## src/rtl/prog_loader_if.sv

```systemverilog
// Bus bundle between the program loader and its environment: load control,
// byte source handshake and CPU-bus / RAM control strobes.
interface prog_loader_if #(
  parameter int ADDR_W = 4,
  parameter int DATA_W = 8
);
  logic              start;
  logic              abort;
  logic [ADDR_W-1:0] base_addr;
  logic [ADDR_W:0]   len;
  logic              in_valid;
  logic [DATA_W-1:0] in_data;
  logic              in_ready;
  logic [DATA_W-1:0] bus_out;
  logic              bus_drive;
  logic              mar_load;
  logic              ram_we;
  logic              cpu_hold;
  logic              busy;
  logic              done;
  logic [ADDR_W:0]   count;

  modport master (
    output start, abort, base_addr, len, in_valid, in_data,
    input  in_ready, bus_out, bus_drive, mar_load, ram_we, cpu_hold, busy, done, count
  );

  modport slave (
    input  start, abort, base_addr, len, in_valid, in_data,
    output in_ready, bus_out, bus_drive, mar_load, ram_we, cpu_hold, busy, done, count
  );
endinterface

```

## src/rtl/prog_loader.sv

```systemverilog
// Program loader: streams bytes from a valid/ready source into CPU RAM through
// the shared bus, one address phase plus one write phase per byte.
module prog_loader #(
  parameter int ADDR_W = 4,
  parameter int DATA_W = 8
) (
  input  logic        clk,
  input  logic        rst,
  prog_loader_if.slave bus
);

  typedef enum logic [2:0] {
    S_IDLE,
    S_ADDR,
    S_WAIT,
    S_WRITE,
    S_DONE
  } state_e;

  localparam logic [ADDR_W:0] LEN_MAX = {1'b1, {ADDR_W{1'b0}}};

  state_e            state_q, state_d;
  logic [ADDR_W-1:0] addr_q;
  logic [ADDR_W:0]   len_q;
  logic [ADDR_W:0]   count_q;
  logic [DATA_W-1:0] data_q;
  logic [ADDR_W:0]   len_clamped;
  logic [ADDR_W:0]   count_inc;

  assign len_clamped = (bus.len > LEN_MAX) ? LEN_MAX : bus.len;
  assign count_inc   = count_q + 1'b1;

  // NOTE: every register here gets a reset value, including datapath state,
  // so a reset mid-load leaves no stale address/length/byte behind.
  always_ff @(posedge clk or negedge rst) begin
    if (!rst) state_q <= S_IDLE;
    else      state_q <= state_d;
  end

  // NOTE: combinational blocks assign defaults first so no path infers a latch.
  always_comb begin
    state_d = state_q;
    if (state_q != S_IDLE && bus.abort) begin
      state_d = S_IDLE;
    end else begin
      case (state_q)
        S_IDLE:  if (bus.start) state_d = (len_clamped == '0) ? S_DONE : S_ADDR;
        S_ADDR:  state_d = S_WAIT;
        S_WAIT:  if (bus.in_valid) state_d = S_WRITE;
        S_WRITE: state_d = (count_inc == len_q) ? S_DONE : S_ADDR;
        S_DONE:  state_d = S_IDLE;
        default: state_d = S_IDLE;
      endcase
    end
  end

  // The WRITE-cycle updates happen even under abort: that byte reaches RAM.
  // NOTE: sequential state uses non-blocking assignments so every register
  // samples pre-edge values regardless of statement order.
  always_ff @(posedge clk or negedge rst) begin
    if (!rst) begin
      addr_q  <= '0;
      len_q   <= '0;
      count_q <= '0;
      data_q  <= '0;
    end else begin
      case (state_q)
        S_IDLE: if (bus.start) begin
          addr_q  <= bus.base_addr;
          len_q   <= len_clamped;
          count_q <= '0;
        end
        S_WAIT:  if (bus.in_valid) data_q <= bus.in_data;
        S_WRITE: begin
          addr_q  <= addr_q + 1'b1;
          count_q <= count_inc;
        end
        default: ;
      endcase
    end
  end

  always_comb begin
    bus.in_ready  = 1'b0;
    bus.bus_out   = '0;
    bus.bus_drive = 1'b0;
    bus.mar_load  = 1'b0;
    bus.ram_we    = 1'b0;
    bus.busy      = 1'b0;
    bus.done      = 1'b0;
    bus.cpu_hold  = (state_q != S_IDLE);
    bus.count     = count_q;
    case (state_q)
      S_ADDR: begin
        bus.bus_drive = 1'b1;
        bus.bus_out   = {{(DATA_W-ADDR_W){1'b0}}, addr_q};
        bus.mar_load  = 1'b1;
        bus.busy      = 1'b1;
      end
      S_WAIT: begin
        bus.in_ready = 1'b1;
        bus.busy     = 1'b1;
      end
      S_WRITE: begin
        bus.bus_drive = 1'b1;
        bus.bus_out   = data_q;
        bus.ram_we    = 1'b1;
        bus.busy      = 1'b1;
      end
      S_DONE:  bus.done = 1'b1;
      default: ;
    endcase
  end

endmodule

```

## src/flat_wrapper.sv

```systemverilog
// flat-port wrapper written by rule: the top's interface ports become plain ports
module prog_loader_flat 
#(
  parameter int ADDR_W = 4,
  parameter int DATA_W = 8
)
  (clk, rst, bus_start, bus_abort, bus_base_addr, bus_len, bus_in_valid, bus_in_data, bus_in_ready, bus_bus_out, bus_bus_drive, bus_mar_load, bus_ram_we, bus_cpu_hold, bus_busy, bus_done, bus_count);
  prog_loader_if #(.ADDR_W(ADDR_W), .DATA_W(DATA_W)) bus_i ();
  input  logic clk;
  input  logic rst;
  input wire logic [$bits(bus_i.start)-1:0] bus_start;
  input wire logic [$bits(bus_i.abort)-1:0] bus_abort;
  input wire logic [$bits(bus_i.base_addr)-1:0] bus_base_addr;
  input wire logic [$bits(bus_i.len)-1:0] bus_len;
  input wire logic [$bits(bus_i.in_valid)-1:0] bus_in_valid;
  input wire logic [$bits(bus_i.in_data)-1:0] bus_in_data;
  output wire logic [$bits(bus_i.in_ready)-1:0] bus_in_ready;
  output wire logic [$bits(bus_i.bus_out)-1:0] bus_bus_out;
  output wire logic [$bits(bus_i.bus_drive)-1:0] bus_bus_drive;
  output wire logic [$bits(bus_i.mar_load)-1:0] bus_mar_load;
  output wire logic [$bits(bus_i.ram_we)-1:0] bus_ram_we;
  output wire logic [$bits(bus_i.cpu_hold)-1:0] bus_cpu_hold;
  output wire logic [$bits(bus_i.busy)-1:0] bus_busy;
  output wire logic [$bits(bus_i.done)-1:0] bus_done;
  output wire logic [$bits(bus_i.count)-1:0] bus_count;
  assign bus_i.start = bus_start;
  assign bus_i.abort = bus_abort;
  assign bus_i.base_addr = bus_base_addr;
  assign bus_i.len = bus_len;
  assign bus_i.in_valid = bus_in_valid;
  assign bus_i.in_data = bus_in_data;
  assign bus_in_ready = bus_i.in_ready;
  assign bus_bus_out = bus_i.bus_out;
  assign bus_bus_drive = bus_i.bus_drive;
  assign bus_mar_load = bus_i.mar_load;
  assign bus_ram_we = bus_i.ram_we;
  assign bus_cpu_hold = bus_i.cpu_hold;
  assign bus_busy = bus_i.busy;
  assign bus_done = bus_i.done;
  assign bus_count = bus_i.count;
  prog_loader #(.ADDR_W(ADDR_W), .DATA_W(DATA_W)) u_core (.clk(clk), .rst(rst), .bus(bus_i));
endmodule
```

## config.mk

```make
export PLATFORM = sky130hd
export DESIGN_NAME = prog_loader_flat
export DESIGN_NICKNAME = d
export VERILOG_FILES = /design/src/rtl/prog_loader_if.sv /design/src/rtl/prog_loader.sv /design/src/flat_wrapper.sv
export SDC_FILE = /design/constraint.sdc
export NUM_CORES = 1
export LEC_CHECK = 0
export ABC_AREA = 1
export CAP_MARGIN = 20
export CORE_ASPECT_RATIO = 0.8
export CORE_MARGIN = 1
export CORE_UTILIZATION = 39
export DETAILED_ROUTE_END_ITERATION = 8
export GPL_TIMING_DRIVEN = 0
export PLACE_DENSITY_LB_ADDON = 0.05
export SLEW_MARGIN = 20
export SYNTH_ARGS = -nofsm -noshare
export SYNTH_HDL_FRONTEND = slang
export SYNTH_SLANG_ARGS = --single-unit
export TNS_END_PERCENT = 20
```

## constraint.sdc

```tcl
create_clock -name clk -period 2.1 [get_ports clk]
set_input_delay 0.21 -clock clk [delete_from_list [all_inputs] [get_ports clk]]
set_output_delay 0.21 -clock clk [all_outputs]
set_load 0.01 [all_outputs]
```

=== After elaboration in Yosys (flattened, before gate mapping) ===
Index checks and enable logic that the tools add are counted.

* Flip-flop bits (word level): 25
* Output and inout port bits: 20
* Logic and storage cells: 45

* Add/sub/neg operators: 2
* $lt $le $gt $ge: 1
* Equal/unequal tests: 8
* Mux-type cells: 18
* Reduce and logical (&&, ||, !) cells: 11

{| class="wikitable"
|+ Operator list
! cell !! count
|-
| $pmux 8 s2 || 1
|-
| $mux 3 || 5
|-
| $pmux 3 s4 || 1
|-
| $mux 5 || 2
|-
| $pmux 5 s2 || 1
|-
| $pmux 4 s2 || 1
|-
| $reduce_and 2->1 || 4
|-
| $eq 3x2->1 const B || 2
|-
| $mux 1 || 6
|-
| $ne 3x2->1 const B || 2
|-
| $add 5x1->5 const B || 1
|-
| $eq 5x5->1 || 1
|-
| $gt 5x5->1 const B || 1
|-
| $logic_not 5->1 || 1
|-
| $add 4x1->4 const B || 1
|-
| $mux 4 || 1
|-
| $eq 3x1->1 const B || 1
|-
| $eq 3x3->1 const B || 1
|-
| $logic_not 3->1 || 1
|-
| $reduce_bool 3->1 || 1
|-
| $reduce_or 3->1 || 1
|-
| $ne 2x2->1 const B || 1
|-
| $reduce_bool 2->1 || 1
|-
| $reduce_or 2->1 || 1
|-
| $logic_and 1x1->1 || 1
|}

=== Depth between registers and ports, before layout ===
* Depth after elaboration: 7
* Depth in mapped cells: 10
* Mapped depth without buffers: 10

=== Worst setup path before layout ===
No wires, ideal clock.

* Path kind: flip-flop to flip-flop
* From: register u_core.count_q[0], in the netlist u_core.bus.count[0]
* To: register u_core.state_q[0]
* Setup time: 129 ps
* Arrival time: 1289 ps
* Slack: 682 ps
* Cell stages (with the launch flop): 11
* Buffers on the path: 0
* Path through: dfrtp_1 -> ha_1 -> inv_1 -> nand2_1 -> nand2_1 -> nor2_1 -> nand3_1 -> nor2_1 -> nand3_1 -> nand2_1 -> a21oi_1

* Word-level cells in the longest chain between the ends: 5

{| class="wikitable"
|+ Ends and longest elaborated chain
! what !! line !! source
|-
| start: declaration || prog_loader.sv:25 || <nowiki>logic [ADDR_W:0] count_q;</nowiki>
|-
| start signal: assignment || prog_loader.sv:76 || <nowiki>count_q <= count_inc;</nowiki>
|-
| $add 5x1->5 || prog_loader.sv:31 || <nowiki>assign count_inc = count_q + 1'b1;</nowiki>
|-
| $eq 5x5->1 || prog_loader.sv:50 || <nowiki>S_WRITE: state_d = (count_inc == len_q) ? S_DONE : S_ADDR;</nowiki>
|-
| $mux 3 || prog_loader.sv:50 ||
|-
| $pmux 3 s4 || prog_loader.sv:46 || <nowiki>case (state_q)</nowiki>
|-
| $mux 3 || prog_loader.sv:43 || <nowiki>if (state_q != S_IDLE && bus.abort) begin</nowiki>
|-
| end signal: assignment || prog_loader.sv:37 || <nowiki>else state_q <= state_d;</nowiki>
|-
| end: declaration || prog_loader.sv:22 || <nowiki>state_e state_q, state_d;</nowiki>
|}

No other way between the ends.
A chain may end at the register's enable or synchronous reset.

=== Final worst setup path ===
* From: register u_core.state_q[2]
* To: output bus_bus_out[5]

* Word-level cells in the longest chain between the ends: 2
* Elaborated cells between the ends (all ways): 3
* Those cells by class: 2 x eq/ne; 1 x mux

{| class="wikitable"
|+ Ends and longest elaborated chain
! what !! line !! source
|-
| $eq 3x2->1 / $eq 3x1->1 (equally long branches) || prog_loader.sv:93 || <nowiki>case (state_q)</nowiki>
|-
| $pmux 8 s2 (*) || prog_loader.sv:93 ||
|-
| end: declaration || flat_wrapper.sv:18 || <nowiki>output wire logic [$bits(bus_i.bus_out)-1:0] bus_bus_out;</nowiki>
|}

Every way passes the cells marked *; elsewhere a longest branch is shown, timed or not.

==> impl_metrics.yaml <==
route:
  ant_nets: 0
  wl_met2_um: 1440
  wl_per_cell_um: 12.5
  dr.max_layer_used: "met4"
  num_vias: 1278
  first_pass_iters: 4
  m1WireLength_um: 1620
  vias_per_cell: 4.86
  remaining_drc_errors: 0
  wl_um: 3290
  drtIter0Drc: 60
  wl_met3_um: 195
critical_path:
  cp-start-kind: "flip-flop"
  worst-path-max-fanout: 10
  end_kind: "output pin"
  critical_path_class: "reg2out"
  crit_required_ns: 1.89
  r2r_slack_ns: 0.53
  worstPathArrival_ns: 1.74
  crit_end: "bus_bus_out[5]"
  r2r-start: "u_core.bus.count[0]"
  reg2reg_depth: 10
  path_cells: "nor2_4 > nand2_2 > buf_6 > nor2_1 > clkdlybuf4s50_1"
  r2r-end: "u_core.state_q[0]"
  cp_slowest_stage_delay_ns: 0.54
  cp_slowest_cell: "clkdlybuf4s50_1"
  crit_start: "u_core.state_q[2]"
floorplanning:
  io_pins: 42
  die_w_um: 68.8
  coreArea_um2: 3420
  dieHeight_um: 55.4
  die_area_um2: 3820
  start_util_pct: 40.7
  rows: 19
sta:
  rsz0062_at_grt: "no"
  fin_crit_ns: 1.95
  setup-violations-final: 0
  relSlewSlack_pct: 61.7
  final_hold_viol_count: 0
  slew_violations: 0
  finalCritPeriodShare_pct: 92.8
  fmaxAchievable_ghz: 0.513
  finalClockSkew_ns: 0.00682
  worst_pin_slew_ns: 0.575
  whs_ns: 0.459
clock_network:
  htreeDepth: 1
  numCtsBuffers: 3
  clkLatencyLatePin_ns: 0.27
  cts_tree: "done"
  path_clk_slew_ns: 0.09
  clockBufferDepth: 2
  clock_sinks: 25
  clockRootBuffer: "clkbuf_8"
synthesis:
  synth_area_um2: 1390
  synth_cell_types: 27
  syn_nets: 196
  synthCells: 172
  synth_ff_type: "dfrtp_1"
  async_reset_ff_share_pct: 100
  seq_area_frac_synth_pct: 44.9
  synth_edf_count: 0
  synth-warning-count: 0
  ys_ff_latch: 25
  synth_area_per_cell_um2: 8.10
layout:
  antennaDiodeCount: 0
  nNetsFinal: 246
  drive_above_1_share_pct: 13.1
  design_area_um2: 1940
  area_growth_pct: 39.0
  final_util_pct: 56.5
global_route:
  grtUsageTotal_pct: 20.1
  grt_pass1_vias: 1204
  antenna_found_initial: 0
  grt_max_degree: 26
  overflow: 0
  grt_first_pass_wirelength_um: 5660
placed_design:
  io_buffers: 41
  dp_hpwl_um: 2470
  gp_congestion: 0.852
  place_area_um2: 1850
pwr:
  ir_drop_mv: 0.583
  total_power_mw: 2.31
  power_density_nw_per_um2: 1190
  p_leak_nw: 0.926
status:
  status: "completed"
run:
  cap_violations: 0
worst_hold_path:
  hold_class: "in2async"
critical path: cells and delay by family, from the launching register on:
family,cells,cell delay (ns)
buf+inv,2,0.70
flops,1,0.45
simple gates,3,0.32
cells in the mapped netlist (2+ instances only):
cell type  instances  area [um^2]
ha_1               2         25.0
nor2_2             3         18.8
nand3_1            8         40.0
o22ai_1            6         37.5
buf_6              3         33.8
nand2_2            3         18.8
inv_1             28          105
nand2_1           38          143
o21ai_0            8         40.0
inv_2              3         11.3
nor2_1            18         67.6
nand4_1            4         25.0
mux2_4             2         30.0
mux2_2             2         22.5
dfrtp_1           25          626
a21oi_1            8         40.0
final cells by class:
type                            instances  area (um^2)
Buffer                                  4         48.8
Tap cell                               42         52.6
Inverter                               31          119
Sequential cell                        25          627
Fill cell                             321         1490
Clock buffer                            4         45.0
Multi-Input combinational cell        112          607
Timing Repair Buffer                   45          437
power by group:
part | switching (mW) | internal (mW) | total (mW)
logic | 0.649 | 0.581 | 1.23
registers | 0.120 | 0.669 | 0.788
clock network | 0.152 | 0.136 | 0.288
total | 0.921 | 1.39 | 2.31
flip-flops by register name (all words and copies together) (netlist names):
register          count
u_core.bus.count      5
u_core.len_q          5
u_core.state_q        3
u_core.addr_q         4
u_core.data_q         8
repair_timing:
item	CTS	global route
setup buffers	0	3
hold buffers	1	0
setup endpoints to repair	4	4
endpoints found under the hold margin	25	0
resized for setup	5	2
logic make-up (layout without fill, tap and decap cells):
logic type	count (synthesis)	after routing	share of synthesized area (%)
AOI/OAI and AO/OA	28	28	12.1
xor gates and xnor gates	1	1	0.629
adders and majority gates	2	2	1.80
buffers and inverters	35	84	11.9
DFF	25	25	44.9
muxes	4	4	3.77
and+or+nand+nor	77	77	24.9
cells in the final DEF, fill, tap and decap left out, types with 2 or more instances in the layout:
cell type,instances
nand3_1,8
clkbuf_8,3
inv_1,28
dlygate4sd2_1,3
clkdlybuf4s50_1,36
dfrtp_1,24
ha_1,2
nand2_2,3
buf_4,3
buf_6,3
mux2_4,2
nor2_1,18
inv_2,2
a21oi_1,8
mux2_2,2
nand4_1,4
o21ai_0,8
nand2_1,38
o22ai_1,6
nor2_2,2
worst min-delay path by stage:
| stage | startpoint | end | slack, ns | depth (start not counted) |
|---|---|---|---|---|
| 2_1_floorplan | rst | u_core.addr_q[0] | -0.09 | 0 |
| 3_3_place_gp | u_core.data_q[2] | u_core.data_q[2] | 0.50 | 1 |
| 3_5_place_dp | rst | u_core.data_q[5] | 0.25 | 1 |
| 4_1_cts | rst | u_core.data_q[5] | 0.48 | 2 |
| 5_1_grt | bus_in_data[5] | u_core.data_q[5] | 0.50 | 3 |
| 6_report | rst | u_core.data_q[5] | 0.46 | 2 |
metal layers:
| metal | GRT usage (%) | vias to the layer above |
|---|---|---|
| met1 | 29.3 | 587 |
| met4 | 7.87 | 0 |
| met2 | 28.3 | 38 |
| met5 | 0 | - |
| met3 | 4.96 | 4 |
| li1 | - | 649 |
per-stage QoR:
stage | setup WS, ns | instances | TNS [ns]
2_1_floorplan | 0.682 | 172 | 0
4_1_cts | -0.0316 | 260 | -0.0316
3_5_place_dp | 0.196 | 255 | 0
6_report | 0.151 | 263 | 0
3_3_place_gp | 0.210 | 255 | 0
5_1_grt | 0.0669 | 263 | 0
Note: power is estimated with default switching activity, not from simulation.
